==> config.mk <==
export PLATFORM = sky130hd
export DESIGN_NAME = reg_bank_wb
export DESIGN_NICKNAME = d
export VERILOG_FILES = /design/src/rtl/reg_wb_pkg.sv /design/src/rtl/wb_fifo.sv /design/src/rtl/reg_bank_wb.sv
export SDC_FILE = /design/constraint.sdc
export NUM_CORES = 1
export LEC_CHECK = 0
export CORE_AREA = 5 5 442 444
export DETAILED_ROUTE_END_ITERATION = 10
export DIE_AREA = 0 0 447 449
export PLACE_DENSITY = 0.46
export SLEW_MARGIN = 20
export SYNTH_ARGS = -nofsm -noshare
export SYNTH_HDL_FRONTEND = slang
export SYNTH_SLANG_ARGS = --single-unit
==> constraint.sdc <==
create_clock -name clk -period 5.35 [get_ports clk]
set_clock_uncertainty 0.05 [all_clocks]
set_input_delay 1.07 -clock clk [delete_from_list [all_inputs] [get_ports clk]]
set_output_delay 1.07 -clock clk [all_outputs]
set_load 0.03 [all_outputs]
==> src/rtl/reg_wb_pkg.sv <==
// Shared constants and the ALU write-buffer entry type for the integer register-file
// write-back stage.
package reg_wb_pkg;

   localparam int unsigned REG_COUNT          = 32;
   localparam int unsigned REG_IDX_W          = 5;
   localparam int unsigned STARVE_MAX_DEFAULT = 4;
   localparam int unsigned WB_WIDTH           = 32;

   typedef struct packed {
      logic [REG_IDX_W-1:0] rd;
      logic [WB_WIDTH-1:0]  data;
   } wb_entry_t;

endpackage

==> src/rtl/wb_fifo.sv <==
// Two-entry in-order buffer for ALU write-backs; entry 0 is always the head, and the
// per-entry rd/valid are exposed so the top can build the pending-destination mask.
module wb_fifo
   import reg_wb_pkg::*;
(
   input  logic                      clk,
   input  logic                      rst_n,
   input  logic                      push,
   input  wb_entry_t                 push_entry,
   input  logic                      pop,
   output wb_entry_t                 head,
   output logic [1:0]                count,
   output logic [1:0]                ent_valid,
   output logic [1:0][REG_IDX_W-1:0] ent_rd
);

   wb_entry_t  ent_q [2];
   wb_entry_t  ent_d [2];
   logic [1:0] count_q;
   logic [1:0] count_d;

   // Pop shifts entry 1 forward first, so a simultaneous push lands behind the survivor.
   always_comb begin
      ent_d[0] = ent_q[0];
      ent_d[1] = ent_q[1];
      count_d  = count_q;
      if (pop && (count_q != 2'd0)) begin
         ent_d[0] = ent_q[1];
         count_d  = count_q - 2'd1;
      end
      if (push && (count_d != 2'd2)) begin
         if (count_d == 2'd0) begin
            ent_d[0] = push_entry;
         end else begin
            ent_d[1] = push_entry;
         end
         count_d = count_d + 2'd1;
      end
   end

   always_ff @(posedge clk or negedge rst_n) begin
      if (!rst_n) begin
         ent_q[0] <= '0;
         ent_q[1] <= '0;
         count_q  <= 2'd0;
      end else begin
         ent_q[0] <= ent_d[0];
         ent_q[1] <= ent_d[1];
         count_q  <= count_d;
      end
   end

   assign head      = ent_q[0];
   assign count     = count_q;
   assign ent_valid = {count_q == 2'd2, count_q != 2'd0};
   assign ent_rd    = {ent_q[1].rd, ent_q[0].rd};

endmodule

==> src/rtl/reg_bank_wb.sv <==
// Integer register file with a single write port shared by the load unit (priority) and a
// buffered ALU path; per-destination ordering and bounded ALU starvation are enforced here.
module reg_bank_wb
   import reg_wb_pkg::*;
#(
   parameter int unsigned WIDTH      = 32,
   parameter int unsigned BUF_DEPTH  = 2,
   parameter int unsigned STARVE_MAX = STARVE_MAX_DEFAULT
) (
   input  logic                       clk,
   input  logic                       rst_n,
   input  logic                       alu_valid,
   output logic                       alu_ready,
   input  logic [REG_IDX_W-1:0]       alu_rd,
   input  logic [WIDTH-1:0]           alu_data,
   input  logic                       ld_valid,
   output logic                       ld_ready,
   input  logic [REG_IDX_W-1:0]       ld_rd,
   input  logic [WIDTH-1:0]           ld_data,
   output logic [REG_COUNT*WIDTH-1:0] regs_flat,
   output logic [REG_COUNT-1:0]       pend_mask,
   output logic [1:0]                 buf_count
);

   localparam int unsigned CNT_W = (STARVE_MAX > 0) ? $clog2(STARVE_MAX + 1) : 1;

   logic [WIDTH-1:0]           regs_q [1:REG_COUNT-1];
   logic [CNT_W-1:0]           starve_q;
   logic [CNT_W-1:0]           starve_d;
   logic                       starve;
   logic                       alu_fire;
   logic                       fifo_push;
   logic                       fifo_pop;
   logic                       ld_fire;
   wb_entry_t                  push_entry;
   wb_entry_t                  head;
   logic [1:0]                 ent_valid;
   logic [1:0][REG_IDX_W-1:0]  ent_rd;
   logic                       wr_en;
   logic [REG_IDX_W-1:0]       wr_rd;
   logic [WIDTH-1:0]           wr_data;

   // rd==0 ALU results complete the handshake but never occupy a slot.
   assign alu_ready       = (buf_count != 2'(BUF_DEPTH));
   assign alu_fire        = alu_valid && alu_ready;
   assign fifo_push       = alu_fire && (alu_rd != '0);
   assign push_entry.rd   = alu_rd;
   assign push_entry.data = WB_WIDTH'(alu_data);

   wb_fifo u_fifo (
      .clk        (clk),
      .rst_n      (rst_n),
      .push       (fifo_push),
      .push_entry (push_entry),
      .pop        (fifo_pop),
      .head       (head),
      .count      (buf_count),
      .ent_valid  (ent_valid),
      .ent_rd     (ent_rd)
   );

   always_comb begin
      pend_mask = '0;
      for (int e = 0; e < 2; e++) begin
         if (ent_valid[e]) begin
            pend_mask[ent_rd[e]] = 1'b1;
         end
      end
   end

   assign starve   = (starve_q == CNT_W'(STARVE_MAX));
   assign ld_ready = !(pend_mask[ld_rd] && (ld_rd != '0)) && !starve;
   assign ld_fire  = ld_valid && ld_ready;
   assign fifo_pop = !ld_fire && (buf_count != 2'd0);

   always_comb begin
      wr_en   = 1'b0;
      wr_rd   = '0;
      wr_data = '0;
      if (ld_fire) begin
         wr_en   = (ld_rd != '0);
         wr_rd   = ld_rd;
         wr_data = ld_data;
      end else if (fifo_pop) begin
         wr_en   = 1'b1;
         wr_rd   = head.rd;
         wr_data = WIDTH'(head.data);
      end
   end

   // Counts loads that win while the buffer is full; any pop restarts the window.
   always_comb begin
      starve_d = starve_q;
      if (fifo_pop) begin
         starve_d = '0;
      end else if (ld_fire && (buf_count == 2'd2)) begin
         starve_d = starve_q + 1'b1;
      end
   end

   always_ff @(posedge clk or negedge rst_n) begin
      if (!rst_n) begin
         starve_q <= '0;
      end else begin
         starve_q <= starve_d;
      end
   end

   always_ff @(posedge clk or negedge rst_n) begin
      if (!rst_n) begin
         for (int i = 1; i < REG_COUNT; i++) begin
            regs_q[i] <= '0;
         end
      end else if (wr_en) begin
         regs_q[wr_rd] <= wr_data;
      end
   end

   assign regs_flat[WIDTH-1:0] = '0;
   for (genvar i = 1; i < REG_COUNT; i++) begin : g_flat
      assign regs_flat[i*WIDTH +: WIDTH] = regs_q[i];
   end

endmodule

# Yosys cells after proc, flatten, opt, wreduce, memory -nomap -nowiden
# Index checks and enable logic that the tools add are counted.
# totals
ff_bits	1071
in_bits	78
out_inout_bits	1060
word_cells	100
# classes
addsub	3
n_lt_le_gt_ge	7
eq_ne	4
muxes	25
n_bitwise	3
reduce_logical	21
# op_table
op	count
bitwise mux 992 bit	1
demux 32 bit (select 5 bit)	1
two-way mux 32 bit	5
two-way mux 37 bit	3
two-way mux 74 bit	1
bitwise OR 32 bit	1
less-than comparator 5 x 6 -> 1 bit (second input constant)	3
logical AND 1 bit	12
demux 1 bit (select 5 bit)	2
>= comparator 5 x 1 -> 1 bit (second input constant)	2
two-way mux 5 bit	2
nonzero test 5 bit	2
>= comparator 6 bit (second input constant)	1
less-than comparator 6 x 1 -> 1 bit (second input constant)	1
two-way mux 3 bit	2
NOT 5 -> 6 bit	1
binary-select mux 1 bit (select 5 bit)	1
two-way mux 1 bit	5
two-way mux 2 bit	2
!= test 2 bit (second input constant)	2
nonzero test 2 bit	2
adder 3 x 1 -> 3 bit (second input constant)	1
== test 3 bit (second input constant)	1
zero test 1 bit	3
6 further kinds	6

# Longest topological paths before layout
# Gate-level depths: netlist of run 1.
# depth
word_depth	23
ltp_mapped	19
mapped_depth_nobuf	15

# Cells and area by module
# A second synthesis of run 1 with hierarchy kept.
# hier_totals
cells_unflattened	3014
area_unflattened_um2	44067.3
# by_module_without_submodules
mod	instances	cells_per_inst	area_each_um2	seq_area_each_um2
reg_bank_wb	1	2581	39730.6	24898.9
wb_fifo	1	433	4336.7	1901.8

# Worst setup path after synthesis of run 1
# No wires, ideal clock.
# synth_path
kind	reg2reg
startpoint	register u_fifo.count_q[0], in the netlist u_fifo.count[0]
endpoint	register u_fifo.ent_q, in the netlist u_fifo.ent_rd[3]
setup_time_ns	0.077
t_arrival_ns	4.231
required_ns	5.223
path_slack_ns	0.992
stages_incl_launch_ff	19
path_buffers	4
period_less_slack_ns	4.358
cell_sequence	dfrtp_1 > inv_1 > ha_1 > nand4b_2 > o22ai_1 > o221ai_1 > or3_1 > nand2_1 > o311a_1 > clkbuf_1 > buf_4 > xnor2_1 > ha_1 > nor2_1 > nand2_1 > clkbuf_1 > clkbuf_1 > nor2_1 > a21oi_1
# synth_rtl
item	line_no	rtl
from (decl)	wb_fifo.sv:19	logic [1:0] count_q;
from (signal assigned)	wb_fifo.sv:49	count_q <= count_d;
to (decl)	wb_fifo.sv:17	wb_entry_t ent_q [2];

# Worst setup path in the final report of run 1
# layout_path
startpoint	register u_fifo.count_q[0], in the netlist u_fifo.count[0]
endpoint	output ld_ready
# layout_via
elab_chain_cells	9
word_cells_on_any_way	10
classes_between	1 x eq/ne; 4 x mux; 1 x bitwise; 4 x reduce/logical
# layout_rtl
item	line_no	rtl
nonzero test 2 bit	wb_fifo.sv:55	assign ent_valid = {count_q == 2'd2, count_q != 2'd0};
two-way mux 32 bit	reg_bank_wb.sv:65	if (ent_valid[e]) begin
bitwise OR 32 bit (no source line)	-	
two-way mux 32 bit *	reg_bank_wb.sv:65	
binary-select mux 1 bit (select 5 bit) *	reg_bank_wb.sv:72	assign ld_ready = !(pend_mask[ld_rd] && (ld_rd != '0)) && !starve;
two-way mux 1 bit (not written as such) *	reg_bank_wb.sv:72	
logical AND 1 bit *	reg_bank_wb.sv:72	
zero test 1 bit *	reg_bank_wb.sv:72	
logical AND 1 bit *	reg_bank_wb.sv:72	
to (decl)	reg_bank_wb.sv:17	output logic ld_ready,
# Every way passes the cells marked *; elsewhere a longest branch is shown, timed or not. The select of a mux whose other input is x is not followed.

==> impl_metrics.ini, run 1 <==
[die]
num_io_pins = 1138
die_w_um = 447
die_h_um = 449
coreArea_mm2 = 0.191
num_rows = 161
start_util_pct = 23.3
die_area_mm2 = 0.201

[timing]
period_needed_ns = 4.99
period_share_pct = 93.2
setup_tns_ns = 0
worst_slew_pin_slew_ns = 1.08
hold_viol = 0
slew_violations = 0
setup_viol_count_final = 0
max_freq_ghz = 0.201
grt_setup_unrepaired = no
maxSlewHeadroom_pct = 28.0

[setup_path]
cpMaxStageDelayCell = nor4bb_1
cp_slowest_stage_delay_ns = 0.67
cp-start-kind = flop
reg2reg_from = u_fifo.count[0]$_DFF_PN0_
path_delay_family = simple AND/OR/NAND/NOR gates
worstPathRequired_ns = 4.23
worstPathArrival_ns = 3.87
worst-setup-path-type = reg -> out
worstReg2RegEnd = u_fifo.head[1]$_DFF_PN0_
rr_worst_depth = 16
critical_path.cell_chain = inv_1 -> ha_1 -> nor4bb_1 -> a22oi_1 -> nor3_1 -> nor4_2 -> nand3_1 -> a21boi_1 -> buf_4 -> buf_12
cp_max_fo = 11
crit_cells = 10
reg2reg_slack_ns = 0.83
end_kind = output pin
cp.buffers_inverters = 3

[synthesis]
synth.largest_area_cell = dfrtp_1
synth-warning-count = 0
avgSynthCellArea_um2 = 15.8
async_reset_ff_share_pct = 100
syn-cell-area_mm2 = 0.0445
synth.most_common_cell = dfrtp_1
synth_common_cells = dfrtp_1, mux2_2, mux2_1, mux2_4, clkbuf_1
synth.top_cell.area_share_pct = 60.2
ys_ff_latch = 1071
seq_area_frac_synth_pct = 60.2
postSynthCellCount = 2819
ys_types = 65
synth-main-ff-cell = dfrtp_1
synth_edf_count = 0
synthTopCellsByArea = dfrtp_1, mux2_2, mux2_1

[power_and_ir_drop]
pwr-share-clk_pct = 19.0
ir_drop_uv = 340
switching_share_pct = 42.8
p_comb_share_pct = 51.7
power_per_cell_area_mw_per_mm2 = 761
p_sw_uw = 20600
seqPwrFrac_pct = 29.3
p_leak_uw = 0.0281
intPower_uw = 27500

[status]
status = completed

[clock_tree]
clk_path_buf_depth = 3
cts_buffers = 132
cts-htree-levels = 4
cts.sinks = 1071
post-cts-setup-buffers = 0
path_clk_slew_ns = 0.06
cts_tree = built
cts_root_buf = clkbuf_16
insertion_delay_ns = 0.78

[finish]
drive_gt1_share_pct = 26.5
syn2layout_area_growth_pct = 41.8
fillers = 18921
fin_area_mm2 = 0.0632
fin_nets = 4006

[drt]
routed_wl_mm = 190
drt_iter0_markers = 1709
drtAntennaViolNets = 0
drc = 0
routedWlPerCell_um = 28.9
firstDrtPassIters = 5
vias = 28192
vias_per_cell = 4.29

[placement]
portBuffers = 1105
placed_area_mm2 = 0.0587
place_congestion = 0.850
place_hpwl_mm = 134

[global_routing]
grt_pass1_wl_mm = 260
antenna_found_initial = 42
grt_usage_pct = 18.5
grt_max_degree = 142
overflow = 0
grt_pass1_vias = 29406

[job]
cap_violations = 0

[min_path]
hold_class = in -> async
[metal layers]
layer / part of all wire, % / track usage (%) / vias to the layer above
li1: - / - / 12050
met1: 38 / 21.2 / 14979
met2: 52 / 33.4 / 937
met3: 6.9 / 4.99 / 226
met4: 3.1 / 5.96 / 0
met5: 0 / 0 / -
[worst max path at each step]
stage / startpoint / end
after global routing: u_fifo.count[0]$_DFF_PN0_ / ld_ready
after floorplan: u_fifo.count[0]$_DFF_PN0_ / u_fifo.ent_rd[3]$_DFF_PN0_
final: u_fifo.count[0]$_DFF_PN0_ / ld_ready
after CTS: u_fifo.count[0]$_DFF_PN0_ / ld_ready
after global placement: ld_rd[0] / regs_flat[832]$_DFFE_PN0P_
after detailed placement: ld_rd[0] / regs_flat[832]$_DFFE_PN0P_
[logic make-up after synthesis]
kind of cell,after synthesis,synth area share [%]
xor gates and xnor gates,4,0.0787
other,1,0.00842
buffers and inverters,289,4.13
adders and majority gates,6,0.169
AOI/OAI and AO/OA,100,1.45
and+or+nand+nor,215,2.55
DFF,1071,60.2
muxes,1133,31.4
[placed cells by master (no fill, tap or decap), types with 3 or more instances in the layout]
master           instances
nand3_1                  5
inv_1                   12
o22ai_1                 15
clkinv_2                12
mux2i_4                 30
or2_2                    3
nor2b_1                 39
nor4b_2                  3
nand2b_1                 7
nand2_1                 45
mux2i_1                 39
nor2_1                  73
buf_4                   57
nand4bb_1                4
bufinv_16                6
nor3_1                   8
a22oi_1                  3
a221o_1                  3
o2bb2ai_1                4
mux2_4                 270
a21oi_1                 40
dfrtp_1               1071
clkdlybuf4s50_1       1103
clkbuf_16              138
o21ai_0                 12
ha_1                     5
and2_1                   4
diode_2                 27
inv_6                    4
clkbuf_8                33
a221oi_1                 3
conb_1                  32
mux2_2                 435
clkbuf_1                33
mux2_1                 359
nand4b_1                 4
buf_12                  54
[timing repair]
action                                  CTS  global route
endpoints found under the setup margin    0             1
hold buffers                              0             0
resized for setup                         0             2
[per-stage QoR]
stage / utilization, % / power [uW] / setup WS (ns) / instances / hold WS, ns
after floorplan: - / 27200 / 0.992 / 2850 / 0.428
after global placement: 30.7 / 39200 / 0.303 / 6314 / 0.418
after detailed placement: 30.7 / 39400 / 0.337 / 6314 / 0.424
after CTS: 33.0 / 48800 / 0.0736 / 6548 / 0.273
after global routing: 33.0 / 50200 / 0.0483 / 6559 / 0.318
final: 33.0 / 48000 / 0.363 / 6575 / 0.328
[final cells by class]
cell class	instances	area (um2)	area share, %
Clock buffer	204	4030	6.38
Multi-Input combinational cell	1490	16100	25.5
Clock inverter	30	390	0.618
Timing Repair Buffer	1215	12600	19.9
Antenna cell	27	67.6	0.107
Inverter	12	45.0	0.0713
Sequential cell	1071	26800	42.4
Tap cell	2526	3160	5.00
[power by group through the flow]
stage,Clock [uW],Sequential [uW],Combinational [uW]
after floorplan,0,20700,6510
after global placement,0,14100,25200
after detailed placement,0,14200,25300
after CTS,9450,14100,25300
after global routing,9780,14600,25800
final,9150,14100,24800
[registers in the layout (all words and copies together), names as in the netlist]
register	count
regs_flat	992
u_fifo.ent_q	32
u_fifo.head	32
u_fifo.ent_rd	10
starve_q	3
u_fifo.count	2
Note: power is estimated with default switching activity, not from simulation.
==> run 2, diff against run 1 <==
Settings changed: CAP_MARGIN from default to 20.
==> results of run 2 <==
No change in the layout: final DEF, timing and power equal those of run 1.
==> RTL edit: new RTL, settings of run 1 <==
Set the package constant `REG_IDX_W` to 6 (it was 5).
--- a/src/rtl/reg_wb_pkg.sv
+++ b/src/rtl/reg_wb_pkg.sv
@@ -4,5 +4,5 @@
 
    localparam int unsigned REG_COUNT          = 32;
-   localparam int unsigned REG_IDX_W          = 5;
+   localparam int unsigned REG_IDX_W          = 6;
    localparam int unsigned STARVE_MAX_DEFAULT = 4;
    localparam int unsigned WB_WIDTH           = 32;
Interface: changed (resized alu_rd and ld_rd); port bits go from 1138 to 1140. The function was not compared with the original's and may differ.
==> RTL edit against run 1 <==
  * Die area stayed put
  * Clock power is 2% lower
  * First-iteration DRC count is 9.7% higher
  * Routed wire length is 4.8% higher
  * Power is 8.5% lower
  * Fmax is 3.9% lower
  * Sequential cell count is 2 higher
  * Sequential share of layout area is 0.18 points lower
  * Synthesized cell count is 9.8% higher
  * Area after synthesis is 0.41% higher
  * Setup slack worse by 0.20 ns
  * Final area is 0.63% higher
  * Critical path type unchanged
  * Largest cell class unchanged
  * Highest routed layer is now met5
==> RTL edit: results (changes against run 1) <==
- Synth unique cells: 75 (+15%)
- The instance count of the mapped netlist is 3094 (+9.8%).
- The leakage power of the design is 28.6 nW (+1.9%).
- Area share of fa/ha/maj cells after synthesis: 0.168% (-0.00069 points)
* Fraction of synthesized area in multiplexers: 26.7% (-4.7 points)
- Largest vdd supply drop: 0.404 mV (+19%)
- The normalized max-slew margin was 26.8% (-1.2 points).
- Top delay family on crit path: simple AND/OR/NAND/NOR gates
* Sort of element at the start of the critical path: flip-flop
- The slowest stage of the critical path belongs to the cell sky130_fd_sc_hd__or4b_1.
- Antenna violations before repair: 52 (+24%)
- The total number of vias came to 31.3k (+11%).
- Buffers on Ports: 1107 (+0.18%)
- Routed wire length: 199 mm (+4.8%)
* Largest stage delay on the critical path: 0.87 ns (+0.20 ns)
- Top cells by instance count after synthesis: 1073 x sky130_fd_sc_hd__dfrtp_1, 617 x sky130_fd_sc_hd__mux2_2, 378 x sky130_fd_sc_hd__mux2_1
- The share of the yosys chip area belonging to registers was 60.0% (-0.13 points).
- Layout cells sized above 1: 24.9% (-1.6 points)
* Wire length of the first global-routing pass: 275 mm (+5.8%)
* Dominant cells by area after synthesis: sky130_fd_sc_hd__dfrtp_1 60%, sky130_fd_sc_hd__mux2_2 16%, sky130_fd_sc_hd__mux2_1 9.5%
* Number of nets in the layout: 4244 (+5.9%)
* First-iteration detailed-routing DRC count: 1875 (+9.7%)
- Placer congestion estimate: 0.845 (-0.66%)
* Dominant register cell in the synthesized netlist: sky130_fd_sc_hd__dfrtp_1
- Arrival time of data at the critical path endpoint: 4.07 ns (+0.20 ns)
- Status: finished, final reports clean
* Crit-path max FO: 12 (+1)
- The half-perimeter wire length after placement came to 139 mm (+3.7%).
- The via count of the first global-routing pass was 32.2k (+9.5%).
- The placement-stage worst setup slack is 0.142 ns (-0.195 ns).
- Total routing resource utilization after global routing: 19.4% (+0.86 points)
* Pin count of the biggest net entering global routing: 119 (-16%)
- The post-placement cell area was 59200 um2 (+0.84%).
- The parity-gate share of the synthesized area counting xor and xnor cells came to 0.0699% (-0.0087 points).
-- RTL edit: cell count changes in the layout (fill, tap and decap cells not counted), sizes merged, moves of 37 or more --
| cell | delta |
|---|---|
| nor2 | -49 |
| a21oi | -37 |
| and3 | +45 |
| buf | +38 |
| o211ai | +38 |
| mux2 | -39 |
| nand3 | +123 |
| mux2i | -55 |
| nand2 | +39 |
| o2111ai | +38 |
| nand4 | +74 |
-- RTL edit: final timing paths --
| check | startpoint | cells past startpoint | endpoint | slack [ns] |
|---|---|---|---|---|
| min in group clk | regs_flat[245] | 1 | regs_flat[245] | 0.43 |
| max in group asynchronous | rst_n | 2 | regs_flat[835] | 3.74 |
| max | u_fifo.count[1] | 9 | ld_ready | 0.16 |
| max reg2reg | u_fifo.count[1] | 17 | u_fifo.head[21] | 0.36 |
| min | rst_n | 1 | regs_flat[498] | 0.28 |
| min reg2reg | regs_flat[245] | 1 | regs_flat[245] | 0.43 |
-- RTL edit: through the flow --
stage          utilization, %  hold WS, ns
2_1_floorplan               -        0.423
3_3_place_gp             30.9        0.418
3_5_place_dp             30.9        0.424
4_1_cts                  33.2        0.234
5_1_grt                  33.2        0.265
6_report                 33.3        0.279
-- RTL edit: cell families (layout without fill, tap and decap cells) --
kind of cell | after synthesis | after routing
flip-flops | 1073 | 1073
multiplexers | 1039 | 1039
AND/OR/NAND/NOR | 448 | 448
buffers and inverters | 348 | 1483
AO/OA/AOI/OAI | 177 | 177
adder cells (fa/ha/maj) | 6 | 6
XOR/XNOR | 2 | 2
other | 1 | 59
-- RTL edit: final cells by class --
type | count | area [um2]
inverters | 11 | 41.3
fillers | 19000 | 128000
multi-input cells | 1704 | 16300
repair buffers | 1236 | 12800
diodes | 27 | 67.6
well taps | 2526 | 3160
clock buffers | 201 | 3960
flip-flops and latches | 1073 | 26900
clock inverters | 35 | 370
-- RTL edit: timing repair --
action,CTS,global route
hold endpoints to repair,0,0
resized for setup,0,1
setup endpoints to repair,0,9
-- RTL edit: routing by layer --
layer  up-vias  global-route usage (%)  part of all wire, %
met5         -                       0                0.046
met3       287                    5.62                  7.2
met4        12                    7.04                  3.7
met1     16600                    22.3                   38
met2      1107                    34.1                   51
li1      13300                       -                    -
-- RTL edit: where the power goes --
| group | switching, mW | internal, mW | leakage, nW |
|---|---|---|---|
| clock network | 3.68 | 5.31 | 2.14 |
| logic | 13.3 | 8.35 | 12.1 |
| registers | 1.81 | 11.5 | 14.3 |
| total | 18.8 | 25.1 | 28.6 |
